===== src/rtl/instr_mem_loader.sv =====
// rtl/instr_mem_loader.sv - boot-time byte-stream to instruction-memory word loader
// Assembles big-endian words from a valid/ready byte stream and holds the core until the image is written.
module instr_mem_loader #(
    parameter int Data_Width   = 32,
    parameter int Memory_Depth = 100,
    parameter int Addr_Width   = 7
) (
    input  logic                  CLK,
    input  logic                  RST,
    input  logic                  Start,
    input  logic [Addr_Width:0]   Word_Count,
    input  logic                  Byte_Valid,
    input  logic [7:0]            Byte_Data,
    output logic                  Byte_Ready,
    output logic                  Mem_WE,
    output logic [Addr_Width-1:0] Mem_Addr,
    output logic [Data_Width-1:0] Mem_WD,
    output logic                  CPU_Hold,
    output logic                  Busy,
    output logic                  Done,
    output logic                  Error
);

    typedef enum logic [1:0] {IDLE, RECV, WRITE, DONE} state_t;

    localparam logic [Addr_Width:0] DEPTH = (Addr_Width+1)'(Memory_Depth);
    localparam logic [Addr_Width:0] ONE   = (Addr_Width+1)'(1);

    state_t                  state_q;
    logic [Addr_Width-1:0]   word_idx_q;
    logic [Addr_Width-1:0]   addr_q;
    logic [1:0]              byte_idx_q;
    logic [Data_Width-1:0]   shift_q;
    logic [Data_Width-1:0]   wd_q;
    logic [Addr_Width:0]     count_q;
    logic                    error_q;

    logic                    byte_fire;
    logic                    last_word;
    logic [Data_Width-1:0]   shift_d;

    assign byte_fire = Byte_Valid && (state_q == RECV);
    assign last_word = ({1'b0, word_idx_q} == (count_q - ONE));
    assign shift_d   = {shift_q[Data_Width-9:0], Byte_Data};

    always_ff @(posedge CLK) begin
        if (RST) begin
            state_q    <= IDLE;
            word_idx_q <= '0;
            addr_q     <= '0;
            byte_idx_q <= '0;
            shift_q    <= '0;
            wd_q       <= '0;
            count_q    <= '0;
            error_q    <= 1'b0;
        end else begin
            case (state_q)
                IDLE, DONE: begin
                    // DONE accepts a new Start exactly as IDLE does
                    if (Start) begin
                        if (Word_Count == '0) begin
                            error_q <= 1'b0;
                            state_q <= DONE;
                        end else if (Word_Count > DEPTH) begin
                            error_q <= 1'b1;
                            state_q <= IDLE;
                        end else begin
                            count_q    <= Word_Count;
                            error_q    <= 1'b0;
                            word_idx_q <= '0;
                            byte_idx_q <= '0;
                            state_q    <= RECV;
                        end
                    end
                end
                RECV: begin
                    if (byte_fire) begin
                        shift_q    <= shift_d;
                        byte_idx_q <= byte_idx_q + 2'd1;
                        if (byte_idx_q == 2'd3) begin
                            // Address/data captured here so they hold steady outside WRITE
                            addr_q  <= word_idx_q;
                            wd_q    <= shift_d;
                            state_q <= WRITE;
                        end
                    end
                end
                WRITE: begin
                    if (last_word) begin
                        state_q <= DONE;
                    end else begin
                        word_idx_q <= word_idx_q + 1'b1;
                        state_q    <= RECV;
                    end
                end
                default: state_q <= IDLE;
            endcase
        end
    end

    assign Byte_Ready = (state_q == RECV);
    assign Mem_WE     = (state_q == WRITE);
    assign Mem_Addr   = addr_q;
    assign Mem_WD     = wd_q;
    assign Busy       = (state_q == RECV) || (state_q == WRITE);
    assign Done       = (state_q == DONE);
    assign CPU_Hold   = (state_q != DONE);
    assign Error      = error_q;

endmodule


===== config.mk =====
export PLATFORM = sky130hd
export DESIGN_NAME = instr_mem_loader
export DESIGN_NICKNAME = d
export VERILOG_FILES = /design/src/rtl/instr_mem_loader.sv
export SDC_FILE = /design/constraint.sdc
export NUM_CORES = 1
export LEC_CHECK = 0
export ABC_AREA = 1
export CAP_MARGIN = 25
export CORE_ASPECT_RATIO = 1.25
export CORE_MARGIN = 2
export CORE_UTILIZATION = 47
export CTS_CLUSTER_SIZE = 24
export DETAILED_ROUTE_END_ITERATION = 8
export PLACE_DENSITY = 0.79
export SYNTH_ARGS = -nofsm -noshare
export SYNTH_HDL_FRONTEND = slang
export SYNTH_SLANG_ARGS = --single-unit

===== constraint.sdc =====
create_clock -name CLK -period 1.65 [get_ports CLK]
set_input_delay 0.33 -clock CLK [delete_from_list [all_inputs] [get_ports CLK]]
set_output_delay 0.33 -clock CLK [all_outputs]
set_load 0.05 [all_outputs]

==> results.json <==
{
  "status": "finished with violations",
  "violations": "setup timing",
  "setup_ws_ns": -0.0613,
  "grt_antenna_before_repair": 0,
  "ff_latch_area_mm2": 0.00167,
  "gr-total-overflow": 0,
  "nFillCells": 655,
  "cp-endpoint": "Busy",
  "drc_errors": 0,
  "path_buf_inv": 4,
  "path_delay_family": "buffers and inverters",
  "worstSetupEndpointType": "output port",
  "clk_latency_ns": 0.36,
  "period_share_pct": 104,
  "critPathSlowestCell": "dfxtp_2",
  "multi_input_area_mm2": 0.00170,
  "initial_core_util_pct": 49.0,
  "cts_tree": "yes",
  "hold_viol_final": 0,
  "ant_nets": 0,
  "num_antenna_cells": 0,
  "hold_class": "flop to flop",
  "cp.arrival_ns": 1.38,
  "clock_sinks": 83,
  "worst-path-stages": 5,
  "drive_gt1_share_pct": 24.3,
  "cts.path.max_buffers": 2,
  "cp_max_fo": 2,
  "area_growth_pct": 34.1,
  "rows": 35,
  "ctsHoldBuffers": 0,
  "numCtsBuffers": 9,
  "reg2reg_depth": 14,
  "htree_num_levels": 3,
  "synth.distinct_cells": 29,
  "ys_seq_area_share_pct": 45.6,
  "r2r_slack_ns": 0.01,
  "hpwl_um": 6060,
  "startpoint": "state_q[0]",
  "routed_wl_um": 8590,
  "num_io_pins": 65,
  "drv_slew": 0,
  "dpl_worst_slack_ns": -0.331,
  "cp_cell_sequence": "inv_2 > ha_4 > clkinvlp_4 > buf_6 > buf_12",
  "vias": 3426,
  "leakage_nw": 2.00,
  "fin_cells": 672,
  "dpl.cell_count": 651,
  "synth_fp_nets": 524,
  "cp-start-kind": "flop",
  "clk_pin_slew_worst_paths_ns": 0.09,
  "globalplace.congestion": 0.850,
  "synth_area_mm2": 0.00365,
  "die_w_um": 82.8,
  "clock_skew_ns": 0.0104,
  "core_area_mm2": 0.00744,
  "synth.avg_cell_area_um2": 7.32,
  "crit_path_max_incr_delay_ns": 0.35,
  "rsz0062_at_grt": "true",
  "nets": 601,
  "synthCells": 498,
  "final_util_pct": 65.7,
  "drt_iter0_markers": 132,
  "wl_per_cell_um": 12.8,
  "grt_pass1_vias": 3198,
  "synth_seq_cells": 83,
  "worst_slew_pin_slew_ns": 0.315,
  "die_area_mm2": 0.00848,
  "timing.fmax_mhz": 584,
  "max-cap-violations": 0,
  "period_minus_slack_ns": 1.71,
  "rr_endpoint": "word_idx_q[4]",
  "setup_violations": 1,
  "grt_max_degree": 56,
  "required_ns": 1.32,
  "slew-limit-headroom_pct": 78.9,
  "critPathKind": "flop to output port",
  "irDropWorstVdd_v": 0.000908,
  "powerDensity_mw_per_mm2": 1350,
  "firstDrtPassIters": 5,
  "grt_use_total_pct": 21.7,
  "grt_pass1_wl_um": 14200,
  "root_buffer": "clkbuf_8",
  "die_h_um": 102,
  "rr_startpoint": "count_q[1]",
  "portBuffers": 64,
  "viasPerCell": 5.10,
  "yosysWarningCount": 0
}
==> placed cells by master, fill, tap and decap left out, types with 2 or more instances in the layout <==
cell type / instances
inv_2: 9
ha_1: 2
dfxtp_1: 79
a21oi_1: 79
dfxtp_2: 4
nand2_4: 2
nand2_1: 79
a21oi_2: 6
nor2_1: 25
ha_4: 4
xnor2_1: 2
bufinv_16: 3
nand3_1: 39
nand3_2: 6
inv_1: 55
buf_4: 66
clkbuf_8: 9
xor2_1: 2
inv_6: 3
buf_12: 9
nand2_2: 8
nand3b_1: 2
o21ai_0: 50
nor2_2: 3
clkdlybuf4s50_1: 19
==> synthesized netlist by cell type, drive strengths merged <==
cell / count / area (µm²)
nand2: 89 / 342
nand3: 45 / 250
clkbuf: 23 / 106
dfxtp: 83 / 1660
o21ai: 51 / 255
nor2: 29 / 114
buf: 7 / 43.8
a21oi: 85 / 433
nand3b: 2 / 15.0
inv: 65 / 244
o211ai: 1 / 7.51
a21o: 1 / 7.51
xnor2: 2 / 17.5
or2: 1 / 6.26
a31oi: 1 / 6.26
nand4: 2 / 18.8
ha: 6 / 75.1
xor2: 2 / 17.5
nor3: 3 / 25.0
==> cell families (layout without fill, tap and decap cells) <==
family          after synthesis  count (layout)  share of synthesized area, %
compound gates              139             139                          19.5
buf+inv                      95             177                          10.8
xor+xnor                      4               4                         0.961
simple gates                171             171                          21.1
flops                        83              83                          45.6
fa+ha+maj                     6               6                          2.06
==> through the flow <==
step / setup TNS [ns] / hold WS (ns) / area (µm²) / total power [mW]
after floorplan: -0.146 / 0.438 / 3690 / 3.82
after global placement: -2.75 / 0.432 / 4500 / 4.48
final: -0.0613 / 0.449 / 4890 / 6.61
after global routing: -0.842 / 0.468 / 4890 / 6.98
after CTS: -0.357 / 0.451 / 4840 / 6.51
after detailed placement: -4.09 / 0.438 / 4500 / 4.53
==> worst reg2reg max path, delay by kind of cell, from the launching register on <==
kind | cells | cell delay [ns]
compound gates | 1 | 0.12
fa+ha+maj | 1 | 0.28
buf+inv | 4 | 0.29
flops | 1 | 0.34
simple gates | 8 | 0.51
==> how the worst min path moves through the flow <==
| stage | startpoint | endpoint | slack (ns) | cells after the start |
|---|---|---|---|---|
| after floorplan | shift_q[16] | shift_q[16] | 0.44 | 2 |
| after CTS | Mem_WD[0] | Mem_WD[0] | 0.45 | 2 |
| after detailed placement | Mem_WD[0] | Mem_WD[0] | 0.44 | 2 |
| final | Mem_Addr[2] | Mem_Addr[2] | 0.45 | 2 |
| after global routing | Mem_WD[13] | Mem_WD[13] | 0.47 | 2 |
| after global placement | Mem_WD[1] | Mem_WD[1] | 0.43 | 2 |
==> state kept, by name (all words and copies together), names as in the netlist <==
| register | count |
|---|---|
| byte_idx_q | 2 |
| word_idx_q | 7 |
| Mem_Addr | 7 |
| shift_q | 24 |
| Error | 1 |
| count_q | 8 |
| state_q | 2 |
| Mem_WD | 32 |
==> routing by layer <==
metal | vias to the layer above | GRT usage [%] | wire, µm
met5 | - | 0 | 0
met1 | 1580 | 24.9 | 3570
met2 | 64 | 38.9 | 4640
li1 | 1771 | - | -
met3 | 11 | 3.53 | 275
met4 | 0 | 9.58 | 106
==> what timing repair did <==
action                     CTS  global route
pin swaps                   16            11
buffers inserted             4             0
gates cloned                 1             0
setup endpoints to repair   10            12
resized for setup           11            15
==> report_power, final <==
part	switching, mW	internal, mW
clock network	0.810	1.03
registers	0.178	2.16
logic	1.35	1.08
total	2.34	4.27
==> cell type report <==
| type | count | share of cell area (%) |
|---|---|---|
| Clock buffer | 9 | 2.53 |
| Timing Repair Buffer | 96 | 18.5 |
| Sequential cell | 83 | 34.1 |
| Tap cell | 92 | 2.35 |
| Inverter | 65 | 5.07 |
| Multi-Input combinational cell | 320 | 34.9 |
| Clock inverter | 7 | 2.61 |
No activity file was read; power rests on OpenSTA's default activity.
